===== config.mk =====
export PLATFORM = sky130hd
export DESIGN_NAME = mac_feeder
export DESIGN_NICKNAME = d
export VERILOG_FILES = /design/src/rtl/mac_feeder.sv
export SDC_FILE = /design/constraint.sdc
export NUM_CORES = 1
export LEC_CHECK = 0
export ABC_AREA = 1
export BUFFER_PORTS_ARGS = -buffer_cell sky130_fd_sc_hd__buf_2
export CORE_ASPECT_RATIO = 0.8
export CORE_MARGIN = 5
export CORE_UTILIZATION = 39
export DETAILED_ROUTE_END_ITERATION = 8
export PLACE_DENSITY = 0.85
export SYNTH_ARGS = -nofsm -noshare
export SYNTH_HDL_FRONTEND = slang
export SYNTH_SLANG_ARGS = --single-unit

===== constraint.sdc =====
create_clock -name clk -period 1.57 [get_ports clk]
set_clock_uncertainty 0.15 [all_clocks]
set_input_delay 0.314 -clock clk [delete_from_list [all_inputs] [get_ports clk]]
set_output_delay 0.314 -clock clk [all_outputs]
set_load 0.01 [all_outputs]

===== src/rtl/mac_feeder.sv =====
`default_nettype none
// ============================================================================
// mac_feeder : key/query instruction source for a mac_col chain
// Rev 1.0    : initial release
// ============================================================================
module mac_feeder #(
  parameter int bw         = 8,
  parameter int pr         = 8,
  parameter int col        = 8,
  parameter int load_cyc   = col + 2,
  parameter int drain_cyc  = col + 2,
  parameter int addr_w     = 7,
  parameter int key_base   = 0,
  parameter int query_base = 16,
  parameter int nq_w       = 6
) (
  input  logic                 clk,
  input  logic                 reset,
  input  logic                 start,
  input  logic [nq_w-1:0]      num_q,
  input  logic                 ofifo_full,
  output logic                 mem_cen,
  output logic [addr_w-1:0]    mem_addr,
  input  logic [pr*bw-1:0]     mem_rdata,
  output logic [pr*bw-1:0]     q_out,
  output logic [1:0]           o_inst,
  output logic                 busy,
  output logic                 done
);

  localparam int lc_w = $clog2(load_cyc + 1);
  localparam int dc_w = $clog2(drain_cyc + 1);

  localparam logic [lc_w-1:0]   load_last  = lc_w'(load_cyc - 1);
  localparam logic [dc_w-1:0]   drain_last = dc_w'(drain_cyc - 1);
  localparam logic [addr_w-1:0] key_addr   = addr_w'(key_base);
  localparam logic [addr_w-1:0] query_addr = addr_w'(query_base);

  typedef enum logic [2:0] {
    IDLE  = 3'd0,
    LOAD  = 3'd1,
    GAP   = 3'd2,
    EXEC  = 3'd3,
    DRAIN = 3'd4
  } state_t;

  state_t              state, state_nxt;
  logic [lc_w-1:0]     load_cnt, load_nxt;
  logic [nq_w-1:0]     q_cnt, q_nxt;
  logic [dc_w-1:0]     drain_cnt, drain_nxt;
  logic [nq_w-1:0]     nq_lat, nq_nxt;
  logic [1:0]          inst_nxt;
  logic                cen_nxt;
  logic [addr_w-1:0]   addr_nxt;
  logic                busy_nxt;
  logic                done_nxt;

  // Next-state logic computes the outputs of the upcoming cycle; all outputs are registered.
  // q_cnt counts queries already issued, so EXEC leaves once it equals the latched count.
  always_comb begin
    state_nxt = state;
    load_nxt  = load_cnt;
    q_nxt     = q_cnt;
    drain_nxt = drain_cnt;
    nq_nxt    = nq_lat;
    inst_nxt  = 2'b00;
    cen_nxt   = 1'b1;
    addr_nxt  = mem_addr;
    busy_nxt  = busy;
    done_nxt  = 1'b0;
    case (state)
      IDLE: begin
        if (start) begin
          state_nxt = LOAD;
          nq_nxt    = num_q;
          load_nxt  = '0;
          inst_nxt  = 2'b01;
          cen_nxt   = 1'b0;
          addr_nxt  = key_addr;
          busy_nxt  = 1'b1;
        end
      end
      LOAD: begin
        if (load_cnt == load_last) begin
          state_nxt = GAP;
        end else begin
          load_nxt = load_cnt + 1'b1;
          inst_nxt = 2'b01;
          cen_nxt  = 1'b0;
          addr_nxt = key_addr + addr_w'(load_cnt + 1'b1);
        end
      end
      GAP: begin
        if (nq_lat != '0) begin
          state_nxt = EXEC;
          q_nxt     = '0;
          if (!ofifo_full) begin
            inst_nxt = 2'b10;
            cen_nxt  = 1'b0;
            addr_nxt = query_addr;
            q_nxt    = nq_w'(1);
          end
        end else begin
          state_nxt = DRAIN;
          drain_nxt = '0;
        end
      end
      EXEC: begin
        if (q_cnt == nq_lat) begin
          state_nxt = DRAIN;
          drain_nxt = '0;
        end else if (!ofifo_full) begin
          inst_nxt = 2'b10;
          cen_nxt  = 1'b0;
          addr_nxt = query_addr + addr_w'(q_cnt);
          q_nxt    = q_cnt + 1'b1;
        end
      end
      DRAIN: begin
        if (drain_cnt == drain_last) begin
          state_nxt = IDLE;
          done_nxt  = 1'b1;
          busy_nxt  = 1'b0;
        end else begin
          drain_nxt = drain_cnt + 1'b1;
        end
      end
      default: begin
        state_nxt = IDLE;
        busy_nxt  = 1'b0;
      end
    endcase
  end

  always_ff @(posedge clk) begin
    if (reset) begin
      state     <= IDLE;
      load_cnt  <= '0;
      q_cnt     <= '0;
      drain_cnt <= '0;
      nq_lat    <= '0;
      o_inst    <= 2'b00;
      mem_cen   <= 1'b1;
      mem_addr  <= '0;
      busy      <= 1'b0;
      done      <= 1'b0;
    end else begin
      state     <= state_nxt;
      load_cnt  <= load_nxt;
      q_cnt     <= q_nxt;
      drain_cnt <= drain_nxt;
      nq_lat    <= nq_nxt;
      o_inst    <= inst_nxt;
      mem_cen   <= cen_nxt;
      mem_addr  <= addr_nxt;
      busy      <= busy_nxt;
      done      <= done_nxt;
    end
  end

  // Read data arrives the cycle after the address, exactly when column 0 samples q_in.
  assign q_out = mem_rdata;

endmodule
`default_nettype wire


# After elaboration in Yosys (flattened, before gate mapping)

Index checks and enable logic that the tools add are counted.

Bits in registers: 35
Bits of input ports: 74
Word-level logic and storage cells: 91

Add/subtract/negate cells: 5
Equal/unequal tests: 18
Muxes and demuxes: 41
Bitwise logic cells: 2
Reductions and logical operators: 15

Operators by type and width:

| cell                  | count |
|---|---|
| $mux W7               | 6 |
| $pmux W7 S4           | 1 |
| $ne A2 B2 Y1 const B  | 11 |
| $mux W4               | 5 |
| $mux W6               | 3 |
| $mux W3               | 5 |
| $pmux W3 S5           | 1 |
| $pmux W4 S3           | 1 |
| $pmux W6 S2           | 1 |
| $reduce_and A4 Y1     | 3 |
| $mux W1               | 11 |
| $add A4 B1 Y4 const B | 2 |
| $eq A4 B4 Y1 const B  | 2 |
| $pmux W2 S4           | 1 |
| $pmux W4 S2           | 1 |
| $add A5 B6 Y7 const A | 1 |
| $reduce_and A7 Y1     | 1 |
| $add A6 B1 Y6 const B | 1 |
| $eq A3 B2 Y1 const B  | 2 |
| $eq A6 B6 Y1          | 1 |
| $mux W2               | 3 |
| $reduce_and A3 Y1     | 2 |
| $reduce_bool A6 Y1    | 1 |
| $add A4 B1 Y5 const B | 1 |
| other kinds (12)      | 14 |

# Longest topological paths before layout

Gate-level depths: netlist of run 1.

Depth in word-level cells: 4
Mapped depth: 11

# Worst setup path before layout of run 1

Ideal clock, no wire load.

Kind: flip-flop to flip-flop
From: reg load_cnt[1]
To: reg mem_addr[0]
Library setup time: 0.115 ns
Arrival time: 1.295 ns
Data required time: 1.305 ns
Slack: 0.010 ns
Stages on the path, launching flop included: 12
Clock period less this slack: 1.560 ns
Cell sequence: dfxtp_1 inv_1 ha_1 nand2_1 nor2_1 nand2_1 nand2_1 nor2_1 buf_2 nand3_1 nand2_1 nor2_1

Cells in the longest elaborated chain, start to end: 3

RTL lines:

| element                     | RTL line | text |
|---|---|---|
| start, declared             | 48       | `logic [lc_w-1:0] load_cnt, load_nxt;` |
| start signal, assigned      | 149      | `load_cnt <= load_nxt;` |
| $eq A4 B4 Y1                | 84       | `if (load_cnt == load_last) begin` |
| $ne A2 B2 Y1 (no line)      | --       |  |
| $reduce_and A7 Y1 (no line) | --       |  |
| end signal, assigned        | 155      | `mem_addr <= addr_nxt;` |
| end, declared               | 23       | `output logic [addr_w-1:0] mem_addr,` |

Every way passes these cells.
A chain may end at the register's enable or synchronous reset.

# Final worst setup path of run 1

From: reg state[2]
To: reg q_cnt[0]

Cells in the longest elaborated chain, start to end: 3
Elaborated cells on any way between the ends: 8
Those cells by class: eq/ne (5); mux (1); reduce/logical (2)

RTL lines:

| element                                                      | RTL line | text |
|---|---|---|
| start, declared                                              | 47       | `state_t state, state_nxt;` |
| start signal, assigned                                       | 148      | `state <= state_nxt;` |
| $eq A3 B2 Y1                                                 | 71       | `case (state)` |
| $ne A2 B2 Y1 (no line) or $reduce_bool A2 Y1 (tied branches) | --       |  |
| $reduce_and A4 Y1 (no line)                                  | --       |  |
| end signal, assigned                                         | 150      | `q_cnt <= q_nxt;` |
| end, declared                                                | 49       | `logic [nq_w-1:0] q_cnt, q_nxt;` |

Several ways; a longest one is shown, not always the timed one.

==> results of run 1 <==
-- per-layer routing --
| metal | wire length (um) | vias up | share of wire | track usage |
|---|---|---|---|---|
| met5 | 0 | - | 0 | 0 |
| met4 | 99 | 0 | 0.017 | 0.0617 |
| met3 | 433 | 13 | 0.075 | 0.0489 |
| met2 | 2780 | 91 | 0.48 | 0.213 |
| met1 | 2450 | 979 | 0.43 | 0.165 |
| li1 | - | 1034 | - | - |
-- through the flow --
| step | cell area [sq um] | TNS, ns | std cells | total power (W) |
|---|---|---|---|---|
| 2_1_floorplan | 2360 | 0 | 350 | 0.00273 |
| 3_5_place_dp | 2250 | -0.238 | 405 | 0.00321 |
| 5_1_grt | 2760 | -1.22 | 423 | 0.00505 |
| 3_3_place_gp | 2250 | 0 | 405 | 0.00311 |
| 4_1_cts | 2360 | -0.0125 | 415 | 0.00393 |
| 6_report | 2760 | -0.0430 | 423 | 0.00469 |
-- worst max-delay path: cells and delay by family (launching register included) --
kind,cells,cell delay (ns)
buffers and inverters,2,0.27
AOI/OAI and AO/OA,1,0.13
DFF,1,0.37
and+or+nand+nor,6,0.56
-- area by class of cell --
cell class / count / area, sq um
Tap cell: 81 / 101
Timing Repair Buffer: 58 / 450
Multi-Input combinational cell: 206 / 1250
Sequential cell: 35 / 734
Clock buffer: 7 / 76.3
Inverter: 35 / 136
Clock inverter: 1 / 5.00
Fill cell: 601 / 3120
-- timing repair --
item / in CTS / in global routing
gates cloned: 0 / 3
buffers inserted: 2 / 6
pin swaps: 3 / 16
resized for setup: 6 / 109
setup endpoints to repair: 15 / 33
-- power groups by stage --
stage | clock (W) | sequential, W | combinational, W
after floorplan | 0 | 0.00139 | 0.00135
after global placement | 0 | 0.00134 | 0.00177
after detailed placement | 0 | 0.00136 | 0.00185
after CTS | 0.000662 | 0.00135 | 0.00192
after global routing | 0.000701 | 0.00148 | 0.00286
final | 0.000650 | 0.00144 | 0.00259
-- Yosys cell counts, types with 2 or more instances --
master / count / share of area
nand2_1: 67 / 0.11
buf_4: 66 / 0.21
nor2_1: 43 / 0.068
dfxtp_1: 35 / 0.30
inv_1: 34 / 0.054
a21oi_1: 29 / 0.062
nand3_1: 28 / 0.059
o21ai_0: 13 / 0.028
ha_1: 6 / 0.032
clkbuf_1: 4 / 0.0064
nand4_1: 4 / 0.011
a211oi_1: 2 / 0.0064
buf_2: 2 / 0.0042
buf_6: 2 / 0.0095
nor3_1: 2 / 0.0042
or2_2: 2 / 0.0053
-- cells by family (layout without fill, tap and decap cells) --
kind of cell             Yosys count  after routing  synth area share
buffers and inverters            109            101             0.286
flip-flops                        35             35             0.297
AO/OA/AOI/OAI                     47             47             0.103
adder cells (fa/ha/maj)            6              6            0.0318
XOR/XNOR                           1              1           0.00371
AND/OR/NAND/NOR                  152            152             0.278
-- worst max path at each step --
stage	startpoint	endpoint	cells after the start	slack (ns)
after detailed placement	state[1]	drain_cnt[2]	8	-0.06
after CTS	state[2]	q_cnt[0]	8	-0.01
after global routing	nq_lat[0]	drain_cnt[0]	9	-0.1
after floorplan	load_cnt[1]	mem_addr[0]	11	0.01
final	state[2]	q_cnt[0]	9	-0.03
after global placement	state[1]	nq_lat[3]	6	0.01
-- flip-flops by register name (all words and copies together) (netlist names) --
register and cells:
q_cnt 6, mem_cen 1, load_cnt 4, done 1, busy 1, nq_lat 6
drain_cnt 4, mem_addr 7, state 3, o_inst 2
==> impl_metrics.toml, run 1 <==
[outcome]
status = "finished with violations"
violations = "negative setup slack"

[floorplan]
io_pins = 150
initial_core_util = 0.401
dieArea_sq_um = 7710
die_w_um = 96.9
chipHeight_um = 79.6
core-area_sq_um = 5880
row_count = 25

[finish]
postLayoutCoreUtil = 0.469
num_antenna_cells = 0
final_cell_mix = "nand2_1 (47), buf_4 (31), nor2_1 (29)"
layout-drive-gt1-share = 0.462
final_common_cell = "nand2_1"
layout.nets = 421
area_growth_pct = 16.9

[worst_hold_path]
hp-class = "input port to flop"
worstHoldEndpoint = "nq_lat[2]"
holdPathStages = 3
hold_path.startpoint = "num_q[2]"

[clock_network]
cts_root_buf = "clkbuf_8"
clk_latency_ns = 0.30
cts_sinks = 35
clk_pin_slew_worst_paths_ns = 0.07
htreeDepth = 2
clockBufferDepth = 2
cts_hold_buf = 0
cts_buffers = 5
tritoncts = "built"

[route]
routed_wl_um = 5760
drc = 0
drt_pass1_iterations = 5
vias_per_cell = 5.00
vias = 2117
wl_per_cell_um = 13.6
ant_nets = 0
first_iter_violations = 123

[yosys]
synth_edf_count = 0
ys_seq_area_frac = 0.297
yosys_warnings = 0
ys.flop_type = "dfxtp_1"
ys_types = 27
synth.ff_latch_count = 35
ys_async_sr_fraction = 0
syn_avg_cell_area_sq_um = 6.74
synthesis.area_sq_um = 2360
synth_nets = 430
syn_inst = 350

[setup_path]
worst_path_max_delay_cell = "dfxtp_4"
cpPeakStageDelay_ns = 0.37
crit_required_ns = 1.61
crit_top_cell = "nand2_1"
crit_chain = "inv_4 -> nand2_4 -> nor2_4 -> buf_4 -> nand2_1 -> o21ai_0 -> nand3_2 -> nand2_1 -> nor2_2"
worst_r2r_path_depth = 9
cp_data_arrival_time_ns = 1.64
worstSetupEndpointType = "flop"
startpoint_type = "flop"
reg2reg_to = "q_cnt[0]"
r2r-start = "state[2]"
reg2reg_slack_ns = -0.03
path_max_fanout = 8
critical_path_class = "flop to flop"

[timing]
holdWs_ns = 0.148
relSlewSlack = 0.805
post-route-period-util = 1.02
final_max_slew_viol_count = 0
setup_violations = 4
tightestPinTransition_ns = 0.289
hold_viol = 0
max_freq_ghz = 0.625
rsz0062_at_grt = "true"
finalWorstSetupSlack_ns = -0.0306
min_period_ns = 1.60

[power]
internal_power_w = 0.00262
ir_worst_vdd_uv = 682
clock_power_share = 0.139
power_density_nw_per_um2 = 1700
p_sw_w = 0.00206
leakage_nw = 1.23
p_sw_frac = 0.440
power_frac_comb = 0.553
p_seq_frac = 0.308

[grt]
grt_max_degree = 18
grt_pass1_vias = 1958
antenna_found_initial = 0
grt_pass1_wl_um = 8420
grtUsageTotal = 0.135
overflow = 0

[place]
dp_hpwl_um = 3820
preCtsSetupSlack_ns = -0.0596
io_buffers = 21
gp_congestion = 0.861

[job]
max_cap_viol_count = 0
No activity file was read; power rests on OpenSTA's default activity.
==> run 2: changes to the inputs <==
--- a/config.mk
+++ b/config.mk
@@ -11,7 +11,7 @@
 export CORE_MARGIN = 5
 export CORE_UTILIZATION = 39
 export DETAILED_ROUTE_END_ITERATION = 8
-export PLACE_DENSITY = 0.85
+export PLACE_DENSITY_LB_ADDON = 0.15
 export SYNTH_ARGS = -nofsm -noshare
 export SYNTH_HDL_FRONTEND = slang
 export SYNTH_SLANG_ARGS = --single-unit
==> run 2 against run 1 <==
Compared with the run above: the flow now finishes without violations; cell area down 3.2%; via count shrank 7.6%; flip-flop and latch count is the same; sequential share of layout area increased by 0.46 points; die area is the same; core utilization is 1.5 points lower; worst hold slack worse by 0.0015 ns; first-iteration DRC count is 65% lower; maximum frequency rose by 3.7%; combinational power fell by 5%; clock power up 3.7%.
==> impl_metrics.toml, run 2 (synthesis results as in run 1) <==
[outcome]
status = "complete, no violations"

[route]
met3_length_um = 255
routed_wl_um = 5050
met1Wirelength_um = 2760
met2_length_um = 1930
vias = 1956
top_layer = "met4"
drt_pass1_iterations = 4
wl_per_cell_um = 11.7
first_iter_violations = 43
vias_per_cell = 4.54
ant_nets = 0
drc = 0

[finish]
fin_cells = 431
area_growth_pct = 13.2
layout.nets = 430
num_antenna_cells = 0
top_register = "mem_addr"
final_cell_mix = "nand2_1 (59), buf_4 (40), nor2_1 (30)"
largest_reg_flops = 7
reg_top3 = "mem_addr (7), nq_lat (6), q_cnt (6)"
layout-drive-gt1-share = 0.371
final_common_cell = "nand2_1"

[floorplan]
row_count = 25
initial_core_util = 0.401
chipHeight_um = 79.6
dieArea_sq_um = 7710
core-area_sq_um = 5880
die_w_um = 96.9
io_pins = 150

[power]
power_density_nw_per_um2 = 1690
leakage_nw = 1.24
ir_worst_vdd_uv = 747
total_power_w = 0.00451

[setup_path]
cp_data_arrival_time_ns = 1.58
critical_path_class = "flop to flop"
path_buf_inv = 2
crit_family = "simple AND/OR/NAND/NOR gates"
crit_required_ns = 1.61
crit_chain = "inv_2 -> nand2_2 -> nor2_4 -> nand4_4 -> clkbuf_16 -> a21oi_1 -> nor2_1"
startpoint_type = "flop"
path_max_fanout = 8
cpPeakStageDelay_ns = 0.37
worstSetupEndpointType = "flop"
worst_path_max_delay_cell = "dfxtp_4"

[place]
dp_hpwl_um = 3670
placed_cells = 419
io_buffers = 21
preCtsSetupSlack_ns = -0.0237
gp_congestion = 0.808

[timing]
setup_tns_ns = 0
rsz0062_at_grt = "true"
relSlewSlack = 0.845
min_period_ns = 1.54
post-route-period-util = 0.983
hold_viol = 0
finalWorstSetupSlack_ns = 0.0270
tightestPinTransition_ns = 0.233
max_freq_ghz = 0.648
setup_violations = 0
final_max_slew_viol_count = 0
holdWs_ns = 0.146

[clock_network]
clk_latency_ns = 0.29
htreeDepth = 2
cts_hold_buf = 0
cts_root_buf = "clkbuf_8"
cts_sinks = 35
cts_buffers = 5
clk_pin_slew_worst_paths_ns = 0.07
clockBufferDepth = 2
tritoncts = "built"

[grt]
overflow = 0
antenna_found_initial = 0
grtUsageTotal = 0.132
grt_pass1_vias = 1731
grt_pass1_wl_um = 8160
grt_max_degree = 21

[job]
max_cap_viol_count = 0

[worst_hold_path]
hp-class = "input port to flop"
## run 2: cell count changes in the layout (fill, tap and decap cells not counted), moves of 4 or more
cell     previous run  this run
a21oi_1            19        23
a21oi_2            10         6
buf_4              31        40
dfxtp_1            16        21
inv_1              23        29
inv_2              10         5
nand2_1            47        59
nand2_2            18         8
nand3_1            20        26
nand3_2             7         2
## run 2: final cells by class
type | count | area, sq um
flip-flops and latches | 35 | 723
multi-input cells | 206 | 1120
clock inverters | 1 | 5.00
fillers | 626 | 3210
repair buffers | 67 | 504
inverters | 35 | 134
clock buffers | 6 | 82.6
well taps | 81 | 101
## run 2: path summary, 6_finish.rpt
path	startpoint	cells past startpoint	slack (ns)	end
max	state[2]	7	0.03	mem_addr[0]
min	num_q[1]	3	0.15	nq_lat[1]
max reg2reg	state[2]	7	0.03	mem_addr[0]
min reg2reg	mem_addr[5]	2	0.31	mem_addr[5]
## run 2: power by group
group          internal, W  switching (W)  leakage, nW
clock network     0.000344       0.000330       0.0470
registers          0.00118       0.000204        0.293
logic              0.00113        0.00132        0.902
total              0.00265        0.00186         1.24
## run 2: worst reg2reg max path: cells and delay by family, from the launching register on
kind | cells | cell delay [ns]
AOI/OAI and AO/OA | 1 | 0.12
DFF | 1 | 0.37
and+or+nand+nor | 4 | 0.52
buffers and inverters | 2 | 0.28
## run 2: through the flow
step | utilization | cell area [sq um]
6_report | 0.454 | 2670
5_1_grt | 0.454 | 2670
4_1_cts | 0.416 | 2440
3_5_place_dp | 0.398 | 2340
3_3_place_gp | 0.398 | 2340
2_1_floorplan | - | 2360
## run 2: routing by layer
layer,global-route usage,vias to the layer above
li1,-,1048
met1,0.188,850
met2,0.173,42
met3,0.0437,16
met4,0.0673,0
met5,0,-
## run 2: timing repair
action                                  in CTS  in global routing
pin swaps                                    0                  8
resized for setup                            4                 64
endpoints found under the setup margin      13                 31
cloned                                       0                  2
buffers inserted                             0                  3
